### config.mk
export PLATFORM = sky130hd
export DESIGN_NAME = mem_port_arbiter
export DESIGN_NICKNAME = d
export VERILOG_FILES = /design/src/rtl/mem_port_arbiter.sv
export SDC_FILE = /design/constraint.sdc
export NUM_CORES = 1
export LEC_CHECK = 0
export CAP_MARGIN = 10
export CORE_ASPECT_RATIO = 0.75
export CORE_MARGIN = 2
export CORE_UTILIZATION = 39
export CTS_BUF_LIST = sky130_fd_sc_hd__clkbuf_8
export CTS_CLUSTER_SIZE = 14
export DETAILED_ROUTE_END_ITERATION = 6
export HOLD_SLACK_MARGIN = 0.06
export PLACE_DENSITY_LB_ADDON = 0.1
export REMOVE_ABC_BUFFERS = 1
export SLEW_MARGIN = 20
export SYNTH_ARGS = -nofsm -noshare
export SYNTH_HDL_FRONTEND = slang
export SYNTH_SLANG_ARGS = --single-unit
### constraint.sdc
create_clock -name i_clk -period 2 [get_ports i_clk]
set_input_delay 0.3 -clock i_clk [delete_from_list [all_inputs] [get_ports i_clk]]
set_output_delay 0.3 -clock i_clk [all_outputs]
set_load 0.05 [all_outputs]
### src/rtl/mem_port_arbiter.sv
// Memory port arbiter: shares one memory port between instruction fetch (F)
// and the load/store unit (L). One transaction in flight, L has priority
// over F, with a streak limit so F is not starved, plus a watchdog abort.
module mem_port_arbiter #(
  parameter int MAX_BURST = 4,
  parameter int TIMEOUT   = 255
) (
  input  logic        i_clk,
  input  logic        i_reset,
  input  logic        i_f_req,
  input  logic [31:0] i_f_addr,
  output logic        o_f_gnt,
  output logic        o_f_rvalid,
  output logic [31:0] o_f_rdata,
  input  logic        i_l_req,
  input  logic [31:0] i_l_addr,
  input  logic        i_l_wren,
  input  logic [31:0] i_l_wdata,
  input  logic [3:0]  i_l_bmask,
  output logic        o_l_gnt,
  output logic        o_l_rvalid,
  output logic [31:0] o_l_rdata,
  output logic        o_err,
  output logic        o_mem_req,
  output logic [31:0] o_mem_addr,
  output logic        o_mem_wren,
  output logic [31:0] o_mem_wdata,
  output logic [3:0]  o_mem_bmask,
  input  logic        i_mem_ack,
  input  logic [31:0] i_mem_rdata
);

  typedef enum logic [1:0] {
    IDLE   = 2'd0,
    BUSY_F = 2'd1,
    BUSY_L = 2'd2
  } state_t;

  localparam logic [3:0]  STREAK_MAX = 4'(MAX_BURST);
  // Watchdog counts completed BUSY cycles; abort fires in the TIMEOUT-th one.
  localparam logic [15:0] WD_LAST    = 16'(TIMEOUT - 1);
  localparam bit          WD_EN      = (TIMEOUT != 0);

  state_t      state_q, state_d;
  logic [3:0]  streak_q, streak_d;
  logic [15:0] wd_q, wd_d;
  logic [31:0] addr_q, addr_d;
  logic        wren_q, wren_d;
  logic [31:0] wdata_q, wdata_d;
  logic [3:0]  bmask_q, bmask_d;
  logic        f_rvalid_q, f_rvalid_d;
  logic        l_rvalid_q, l_rvalid_d;
  logic        err_q, err_d;
  logic [31:0] f_rdata_q, f_rdata_d;
  logic [31:0] l_rdata_q, l_rdata_d;

  logic f_gnt;
  logic l_gnt;
  logic busy;
  logic timeout;

  assign busy    = (state_q != IDLE);
  // Ack has priority over a coincident watchdog expiry.
  assign timeout = WD_EN && busy && !i_mem_ack && (wd_q == WD_LAST);

  // Grant in IDLE only: L wins a tie unless its streak has hit the limit.
  always_comb begin
    f_gnt = 1'b0;
    l_gnt = 1'b0;
    if (state_q == IDLE && !i_reset) begin
      if (i_f_req && (!i_l_req || streak_q == STREAK_MAX)) begin
        f_gnt = 1'b1;
      end else if (i_l_req) begin
        l_gnt = 1'b1;
      end
    end
  end

  // Next-state, command capture, watchdog and response generation.
  always_comb begin
    state_d    = state_q;
    streak_d   = streak_q;
    wd_d       = wd_q;
    addr_d     = addr_q;
    wren_d     = wren_q;
    wdata_d    = wdata_q;
    bmask_d    = bmask_q;
    f_rvalid_d = 1'b0;
    l_rvalid_d = 1'b0;
    err_d      = 1'b0;
    f_rdata_d  = f_rdata_q;
    l_rdata_d  = l_rdata_q;
    case (state_q)
      IDLE: begin
        wd_d = '0;
        if (f_gnt) begin
          state_d  = BUSY_F;
          streak_d = '0;
          addr_d   = i_f_addr;
          wren_d   = 1'b0;
          wdata_d  = '0;
          bmask_d  = '0;
        end else if (l_gnt) begin
          state_d = BUSY_L;
          if (!i_f_req) begin
            streak_d = '0;
          end else if (streak_q != STREAK_MAX) begin
            streak_d = streak_q + 4'd1;
          end
          addr_d  = i_l_addr;
          wren_d  = i_l_wren;
          wdata_d = i_l_wdata;
          bmask_d = i_l_bmask;
        end
      end
      BUSY_F, BUSY_L: begin
        wd_d = wd_q + 16'd1;
        if (i_mem_ack || timeout) begin
          state_d = IDLE;
          err_d   = !i_mem_ack;
          if (state_q == BUSY_F) begin
            f_rvalid_d = 1'b1;
            f_rdata_d  = i_mem_ack ? i_mem_rdata : 32'd0;
          end else begin
            l_rvalid_d = 1'b1;
            l_rdata_d  = (i_mem_ack && !wren_q) ? i_mem_rdata : 32'd0;
          end
        end
      end
      default: state_d = IDLE;
    endcase
  end

  // State and datapath registers with synchronous reset.
  always_ff @(posedge i_clk) begin
    if (i_reset) begin
      state_q    <= IDLE;
      streak_q   <= '0;
      wd_q       <= '0;
      addr_q     <= '0;
      wren_q     <= 1'b0;
      wdata_q    <= '0;
      bmask_q    <= '0;
      f_rvalid_q <= 1'b0;
      l_rvalid_q <= 1'b0;
      err_q      <= 1'b0;
      f_rdata_q  <= '0;
      l_rdata_q  <= '0;
    end else begin
      state_q    <= state_d;
      streak_q   <= streak_d;
      wd_q       <= wd_d;
      addr_q     <= addr_d;
      wren_q     <= wren_d;
      wdata_q    <= wdata_d;
      bmask_q    <= bmask_d;
      f_rvalid_q <= f_rvalid_d;
      l_rvalid_q <= l_rvalid_d;
      err_q      <= err_d;
      f_rdata_q  <= f_rdata_d;
      l_rdata_q  <= l_rdata_d;
    end
  end

  assign o_f_gnt     = f_gnt;
  assign o_l_gnt     = l_gnt;
  assign o_f_rvalid  = f_rvalid_q;
  assign o_l_rvalid  = l_rvalid_q;
  assign o_f_rdata   = f_rdata_q;
  assign o_l_rdata   = l_rdata_q;
  assign o_err       = err_q;
  assign o_mem_req   = busy;
  assign o_mem_addr  = addr_q;
  assign o_mem_wren  = wren_q;
  assign o_mem_wdata = wdata_q;
  assign o_mem_bmask = bmask_q;

endmodule

# == Word-level counts from Yosys, hierarchy flattened ==
# Cells that the tools add are included.
# op_classes
n_mux,26
n_reduce_logical,22
n_addsub,2
bitwise_logic,3
eq_ne,8
# ops
operator,count
$mux 32,6
$pmux 16 s2,1
$mux 4,6
$add 16x1->16 const B,1
$eq 16x8->1 const B,1
$mux 1,9
$reduce_and 3->1,3
$mux 2,3
$reduce_bool 2->1,3
$logic_and 1x1->1,5
$add 4x1->4 const B,1
$eq 4x3->1 const B,1
$logic_not 1->1,4
$ne 4x3->1 const B,1
$pmux 2 s2,1
$reduce_and 2->1,2
$ne 3x1->1 const B,1
$ne 3x3->1 const B,1
$not 1->1,3
$reduce_or 3->1,1
$eq 2x1->1 const B,1
$eq 2x2->1 const B,1
$logic_not 2->1,1
$logic_or 1x1->1,2
2 further kinds,2
# word_totals
reg_bits,158
input_bits,138
elab_cells,73

# == Longest topological paths before layout ==
# Gate-level depths: netlist (run 1).
# logic_depth
word_depth,8
mapped_depth,8
ltp_nobuf,6

# == Worst setup path before layout (run 1) ==
# No wires, ideal clock.
# synth_path
path_kind,reg-to-reg
start,register state_q[0]
end,register addr_q[24] (netlist: o_mem_addr[24])
synth_period_minus_slack_ns,2.082
slack_ns,-0.082
setup_time_ns,0.067
t_required_ns,1.933
arrival_ns,2.015
n_path_buf,1
stages_incl_launch_ff,8
path_cell_list,dfxtp_1 -> inv_1 -> ha_1 -> inv_1 -> a2111oi_4 -> buf_2 -> a222oi_1 -> nor2_1
# synth_between
elab_chain_cells,5
word_cells_on_any_way,7
cone_classes,mux: 3; reduce/logical: 4
# synth_rtl
element,line,text
start: declaration,44,"state_t state_q, state_d;"
start signal: assignment,150,state_q <= state_d;
$logic_not 2->1 (*),70,if (state_q == IDLE && !i_reset) begin
$logic_and 1x1->1 (*),70,
$mux 1 (*),70,
net o_f_gnt,12,"output logic o_f_gnt,"
$reduce_bool 2->1 (no source line),n/a,
$reduce_and 2->1 (no source line),n/a,
end signal: assignment,153,addr_q <= addr_d;
end: declaration,47,"logic [31:0] addr_q, addr_d;"
# The timed path passes the listed nets; every way through them passes the cells marked *.
# A chain may end at the register's enable or synchronous reset.

# == Final worst setup path (run 1) ==
# layout_path
start,register streak_q[1]
end,output port o_l_gnt
# layout_between
elab_chain_cells,5
# layout_rtl
element,line,text
start: declaration,45,"logic [3:0] streak_q, streak_d;"
start signal: assignment,151,streak_q <= streak_d;
$eq 4x3->1,71,if (i_f_req && (!i_l_req || streak_q == STREAK_MAX)) begin
$logic_or 1x1->1,71,
$logic_and 1x1->1,71,
$mux 1,71,
$mux 1,70,
end: declaration,20,"output logic o_l_gnt,"
# Every way passes these cells.

==> qor.json, run 1 <==
{
  "run_status": "finished with violations",
  "failing_checks": "negative setup slack",
  "slew_viol_final": 0,
  "relSlewSlack": 0.5844,
  "cts_buffer_depth": 2,
  "dpl.hpwl_mm": 14.17,
  "place.port_buffers": 276,
  "tightest_slew_ns": 0.6234,
  "synth-async-reset-ratio": 0,
  "detail_route.vias_per_cell": 5.486,
  "regToRegStartpoint": "streak_q[1]$_SDFFE_PP0P_",
  "worst_hold_path_type": "input pin to register",
  "finalHoldViolCount": 0,
  "fin_cells": 1177,
  "setup_slack_ns": -0.06639,
  "fin_hold_ws_ns": 0.1158,
  "worstReg2RegEnd": "o_mem_addr[3]$_SDFFE_PP0P_",
  "worst_skew_pair.late_latency_ns": 0.44,
  "syn_area_um2": 6242,
  "cts_htree_levels": 4,
  "detailedRoute.firstPassIterationCount": 7,
  "die_footprint_um2": 17040,
  "path_class": "register to output port",
  "grt_max_degree": 124,
  "path_max_fanout": 15,
  "reg2reg_depth": 9,
  "worst_ep_required_time_ns": 1.70,
  "synth-seq-area-share": 0.5067,
  "drt_first_iter_violations": 533,
  "hold-path-endpoint": "streak_q[3]$_SDFFE_PP0P_",
  "finalSetupViolations": 4,
  "hold_path_depth": 2,
  "beginning_of_the_worst_hold_path": "i_reset",
  "detail_route.wirelength_mm": 21.10,
  "power_density_nw_per_um2": 768.8,
  "area.growth.synth_to_final_pct": 58.27,
  "antenna_found_initial": 0,
  "drv_cap": 0,
  "synthesis.area_per_instance_um2": 9.060,
  "global_route_total_usage_across_every_layer": 0.2428,
  "static_leakage_nw": 3.432,
  "first_global_vias": 6423,
  "synthDominantCellAreaShare": 0.5067,
  "ctsRootBufferMaster": "sky130_fd_sc_hd__clkbuf_8",
  "ioPinCount": 277,
  "finalClockSkew_ns": 0.01047,
  "synth_cells": 689,
  "yosysMostFrequentCell": "sky130_fd_sc_hd__dfxtp_1",
  "clock-sinks": 158,
  "rows": 40,
  "worst_setup_path_start_kind": "register",
  "portion_of_the_clock_cycle_consumed_by_the_worst_path_in_the_final_layout": 1.033,
  "avgRoutedWirePerCell_um": 17.93,
  "drt_drc_violations_left": 0,
  "finalNetCount": 1101,
  "timing.reg2reg.setup_slack_ns": -0.02,
  "synth_top_area_cell": "sky130_fd_sc_hd__dfxtp_1",
  "clock_transition_time_at_the_flip_flop_clock_pins_of_the_worst_setup_and_hold_paths_ns": 0.08,
  "gpl.final_weighted_congestion": 0.7901,
  "layout-drive-gt1-share": 0.09307,
  "setup_repair_after_global_routing_missed_its_margin": "true",
  "start_util": 0.3947,
  "die_y_um": 113.6,
  "peakVddDrop_uv": 534.0,
  "ys_top_cells_by_area": "sky130_fd_sc_hd__dfxtp_1 51%, sky130_fd_sc_hd__a21oi_1 9.6%, sky130_fd_sc_hd__a222oi_1 5.1%",
  "drtAntennaViolNets": 0,
  "cp.arrival_ns": 1.77,
  "synth-edff-count": 0,
  "antennaDiodeCount": 0,
  "synth.cells.most_frequent": "158 x sky130_fd_sc_hd__dfxtp_1, 120 x sky130_fd_sc_hd__a21oi_1, 73 x sky130_fd_sc_hd__nand2_1",
  "ctsHoldBuffers": 0,
  "place.detailed.instances": 1141,
  "synth_cell_types": 51,
  "critPathCaptureType": "output port",
  "synth_flop_cell": "sky130_fd_sc_hd__dfxtp_1",
  "synth.ff_latch_count": 158,
  "dieWidth_um": 150.1,
  "ys.warnings.count": 0,
  "num_vias": 6457,
  "gr-total-overflow": 0,
  "grt_pass1_wl_mm": 32.69,
  "finalWorstPathRequiredPeriod_ns": 2.066,
  "clock_tree_from_tritoncts": "yes",
  "coreArea_um2": 15820,
  "clock_buffer_count_from_cts": 17,
  "max_freq_mhz": 483.9
}
==> stage by stage <==
step                  util    TNS, ns  instance area, um^2  power [W]  setup WS, ns
floorplan                -    -221.06                 5981   0.004497        -1.972
global placement    0.5939          0                 9393   0.005404       0.08865
detailed placement  0.5939  -0.009625                 9393   0.005447     -0.009625
CTS                 0.6237    -0.2431                 9863   0.007656       -0.1098
global route        0.6247     -2.007                 9879   0.007925       -0.1833
finish              0.6247    -0.1481                 9879   0.007595      -0.06639
==> power by group <==
group          internal (W)  switching (W)
combinational      0.000852        0.00121
clock              0.000990        0.00115
sequential          0.00330      0.0000879
total               0.00514        0.00245
==> registers in the layout (all words and copies together) (netlist names) <==
name         count
o_mem_bmask      4
o_mem_wren       1
o_mem_wdata     32
o_err            1
streak_q         4
o_f_rdata       32
o_f_rvalid       1
wd_q            16
o_l_rdata       32
o_mem_addr      32
o_l_rvalid       1
state_q          2
==> cells in the final DEF (no fill, tap or decap), drive strengths merged, types with 2 or more instances in the layout <==
master         Yosys  final
a211oi            32     32
a21oi            120    120
a222oi            32     32
a22oi             23     23
a311oi            32     32
and2               2      2
and3               5      5
buf               16     38
clkbuf            47     18
clkdlybuf4s50      0    266
clkinv             0      8
clkinvlp           0      2
dfxtp            158    158
dlygate4sd2        0      2
dlymetal6s2s       0      4
ha                 7      7
inv               10     11
mux2i              2      2
nand2             73     73
nand3              6      6
nand4              2      2
nand4b             2      2
nor2              69     69
nor2b              3      3
nor3               3      3
nor3b              3      3
nor4               2      2
o211a              2      2
o21a               2      2
o21ai              5      5
o31ai              3      3
or3                3      3
or4                3      3
xnor2              3      3
xor2               6      6
==> cells by family after synthesis <==
kind of cell / count (synthesis) / synth area share
mux: 2 / 0.003207
flops: 158 / 0.5067
buf+inv: 73 / 0.04791
xor+xnor: 9 / 0.01263
simple gates: 182 / 0.1297
compound gates: 258 / 0.2858
fa+ha+maj: 7 / 0.01403
==> worst max-delay path, cell delays in order (launching register included) <==
cell and delay, ns:
sky130_fd_sc_hd__dfxtp_2 0.34, sky130_fd_sc_hd__inv_2 0.06, sky130_fd_sc_hd__ha_4 0.11, sky130_fd_sc_hd__nand3b_1 0.16, sky130_fd_sc_hd__o211a_2 0.32, sky130_fd_sc_hd__buf_12 0.16
sky130_fd_sc_hd__buf_12 0.15
==> worst max-delay path by stage <==
stage / slack [ns] / from / to / cells after the start
floorplan: -1.97 / i_f_req / state_q[0]$_SDFFE_PP0P_ / 3
global placement: 0.09 / i_mem_ack / o_l_rdata[11]$_SDFFE_PP0P_ / 6
detailed placement: -0.01 / i_mem_ack / o_l_rdata[0]$_SDFFE_PP0P_ / 6
CTS: -0.11 / streak_q[1]$_SDFFE_PP0P_ / o_f_gnt / 6
global route: -0.18 / streak_q[1]$_SDFFE_PP0P_ / o_f_gnt / 6
finish: -0.07 / streak_q[1]$_SDFFE_PP0P_ / o_l_gnt / 6
==> layout make-up <==
type	count	area, um^2
clock buffer	18	247.7
multi-input combinational	458	2843
inverter	10	37.54
tap	210	262.8
sequential	158	3167
clock inverter	12	100.1
fill	1328	5936
timing repair buffer	311	3222
==> routing by layer <==
metal,GRT usage,part of all wire,up-vias
met5,0,0,-
met4,0.1006,0.029,0
met3,0.08840,0.078,39
met2,0.4000,0.48,224
met1,0.2876,0.42,3087
li1,-,-,3107
==> repair_timing <==
item                                    4_1_cts  5_1_grt
gates cloned                                  2        0
pin swaps                                     3        1
setup buffers                                 5        0
resized for setup                            16        5
endpoints found under the setup margin        4       50
(Power assumes the default switching activity.)
==> run 2, diff against run 1 <==
--- a/config.mk
+++ b/config.mk
@@ -6,9 +6,11 @@
 export NUM_CORES = 1
 export LEC_CHECK = 0
 export CAP_MARGIN = 10
+export CELL_PAD_IN_SITES_DETAIL_PLACEMENT = 1
+export CELL_PAD_IN_SITES_GLOBAL_PLACEMENT = 1
 export CORE_ASPECT_RATIO = 0.75
 export CORE_MARGIN = 2
-export CORE_UTILIZATION = 39
+export CORE_UTILIZATION = 28
 export CTS_BUF_LIST = sky130_fd_sc_hd__clkbuf_8
 export CTS_CLUSTER_SIZE = 14
 export DETAILED_ROUTE_END_ITERATION = 6
==> constraint.sdc (replaced) <==
create_clock -name i_clk -period 1.7 [get_ports i_clk]
set_input_delay 0.255 -clock i_clk [delete_from_list [all_inputs] [get_ports i_clk]]
set_output_delay 0.255 -clock i_clk [all_outputs]
set_load 0.05 [all_outputs]
==> qor.json, run 2 (synthesized netlist as in run 1, its figures left out) <==
{
  "run_status": "finished with violations",
  "failing_checks": "negative setup slack",
  "dpl_ws_ns": -0.2310,
  "fin_hold_ws_ns": 0.2430,
  "die_y_um": 133.3,
  "clock_buffer_count_from_cts": 17,
  "cts_buffer_depth": 2,
  "seq_area_um2": 3172,
  "die_footprint_um2": 23520,
  "drtAntennaViolNets": 0,
  "num-fill-cells": 2429,
  "finalNetCount": 1192,
  "ctsRootBufferMaster": "sky130_fd_sc_hd__clkbuf_8",
  "worst_hold_path_type": "input pin to register",
  "global_route_total_usage_across_every_layer": 0.2312,
  "dpl.hpwl_mm": 17.10,
  "worst_ep_required_time_ns": 1.44,
  "coreArea_um2": 21990,
  "antenna_found_initial": 0,
  "cts_htree_levels": 4,
  "first_global_vias": 7614,
  "critPathCaptureType": "output port",
  "avgRoutedWirePerCell_um": 21.86,
  "clock_tree_from_tritoncts": "yes",
  "slowest_stage": "sky130_fd_sc_hd__dfxtp_2",
  "rows": 47,
  "final_common_cell": "sky130_fd_sc_hd__buf_4",
  "drt_first_iter_violations": 430,
  "final.setup.tns_ns": -28.93,
  "regToRegStartpoint": "streak_q[1]$_SDFFE_PP0P_",
  "gr-total-overflow": 0,
  "timing.reg2reg.setup_slack_ns": -0.38,
  "finalHoldViolCount": 0,
  "path_class": "register to output port",
  "multiInputGateArea_um2": 3441,
  "critical_path.max_stage_delay_ns": 0.33,
  "layout-drive-gt1-share": 0.4028,
  "finish.instance_area_um2": 11660,
  "slew_viol_final": 0,
  "clock-sinks": 158,
  "dieWidth_um": 176.4,
  "hold-path-endpoint": "state_q[1]$_SDFFE_PP0P_",
  "drv_cap": 0,
  "clock_transition_time_at_the_flip_flop_clock_pins_of_the_worst_setup_and_hold_paths_ns": 0.09,
  "portion_of_the_clock_cycle_consumed_by_the_worst_path_in_the_final_layout": 1.239,
  "max_freq_mhz": 474.7,
  "hold_path_depth": 3,
  "grt_pass1_wl_mm": 42.55,
  "final_cell_mix": "185 x sky130_fd_sc_hd__buf_4, 151 x sky130_fd_sc_hd__dfxtp_1, 136 x sky130_fd_sc_hd__clkdlybuf4s50_1, 111 x sky130_fd_sc_hd__a21oi_1, 70 x sky130_fd_sc_hd__nand2_1",
  "finalClockSkew_ns": 0.02067,
  "worst_setup_path_start_kind": "register",
  "cp.arrival_ns": 1.85,
  "postPlaceCellArea_um2": 9463,
  "cells_traversed_along_the_worst_timing_path": "inv_2, ha_4, nand3b_1, buf_6, o211a_4, buf_12, buf_12",
  "finalWorstPathRequiredPeriod_ns": 2.107,
  "area.growth.synth_to_final_pct": 86.77,
  "detail_route.vias_per_cell": 5.267,
  "grt_max_degree": 106,
  "antennaDiodeCount": 0,
  "start_util": 0.2838,
  "power_density_nw_per_um2": 856.0,
  "critPathMostFrequentCell": "sky130_fd_sc_hd__buf_12",
  "path_max_fanout": 2,
  "static_leakage_nw": 4.381,
  "drt_drc_violations_left": 0,
  "peakVddDrop_uv": 493.0,
  "gpl.final_weighted_congestion": 0.7722,
  "finalSetupViolations": 144,
  "worst_skew_pair.late_latency_ns": 0.46,
  "relSlewSlack": 0.5660,
  "ioPinCount": 277,
  "detailedRoute.firstPassIterationCount": 5,
  "worstReg2RegEnd": "o_mem_addr[10]$_SDFFE_PP0P_",
  "beginning_of_the_worst_hold_path": "i_reset",
  "num_vias": 7131,
  "tightest_slew_ns": 0.6510,
  "place.port_buffers": 276,
  "setup_repair_after_global_routing_missed_its_margin": "true",
  "setup_slack_ns": -0.4068,
  "reg2reg_depth": 10,
  "detail_route.wirelength_mm": 29.60
}
[run 2: how the worst max path moves through the flow]
stage / startpoint / endpoint / slack [ns]
final: streak_q[1]$_SDFFE_PP0P_ / o_l_gnt / -0.41
after floorplan: i_f_req / state_q[0]$_SDFFE_PP0P_ / -2.23
after global routing: streak_q[1]$_SDFFE_PP0P_ / o_f_gnt / -0.54
after CTS: streak_q[0]$_SDFFE_PP0P_ / o_f_gnt / -0.48
after detailed placement: i_mem_ack / o_l_rdata[2]$_SDFFE_PP0P_ / -0.23
after global placement: i_f_req / o_mem_addr[20]$_SDFFE_PP0P_ / -0.18
[run 2: where the power goes]
group / switching (W) / internal, W
Clock: 0.00157 / 0.00103
Combinational: 0.00185 / 0.00153
Sequential: 0.000118 / 0.00388
Total: 0.00354 / 0.00644
[run 2: through the flow]
stage	power [W]	util	instances
6_report	0.009980	0.5301	1354
5_1_grt	0.01040	0.5301	1354
4_1_cts	0.009782	0.4995	1334
3_5_place_dp	0.006501	0.4303	1259
3_3_place_gp	0.006427	0.4303	1259
2_1_floorplan	0.005290	-	626
[run 2: worst max-delay path, delay by kind of cell, from the launching register on]
family	cells	cell delay (ns)
AO/OA/AOI/OAI	1	0.25
adder cells (fa/ha/maj)	1	0.12
flip-flops	1	0.33
AND/OR/NAND/NOR	1	0.17
buffers and inverters	4	0.52
[run 2: layer usage]
metal | up-vias | track usage | routed length [um]
met3 | 20 | 0.06678 | 1710
met2 | 201 | 0.3972 | 14740
met4 | 0 | 0.05693 | 279
met1 | 3621 | 0.2852 | 12870
met5 | - | 0 | 0
li1 | 3289 | - | -
[run 2: timing repair]
item,in CTS,in global routing
buffers inserted,27,19
gates resized for setup,120,86
endpoints found under the setup margin,137,151
cloned,16,13
pin swaps,27,51
hold buffers,0,0
[run 2: layout make-up]
class | instances | share of cell area
sequential | 158 | 0.2721
clock buffer | 17 | 0.02007
inverter | 10 | 0.003434
tap | 294 | 0.03155
clock inverter | 15 | 0.009766
multi-input combinational | 458 | 0.2951
timing repair buffer | 402 | 0.3680
==> run 3, diff against run 2 <==
--- a/config.mk
+++ b/config.mk
@@ -5,7 +5,7 @@
 export SDC_FILE = /design/constraint.sdc
 export NUM_CORES = 1
 export LEC_CHECK = 0
-export CAP_MARGIN = 10
+export CAP_MARGIN = 20
 export CELL_PAD_IN_SITES_DETAIL_PLACEMENT = 1
 export CELL_PAD_IN_SITES_GLOBAL_PLACEMENT = 1
 export CORE_ASPECT_RATIO = 0.75
==> results of run 3 <==
Same layout as run 2: the final DEF is identical, and so are final timing and power.
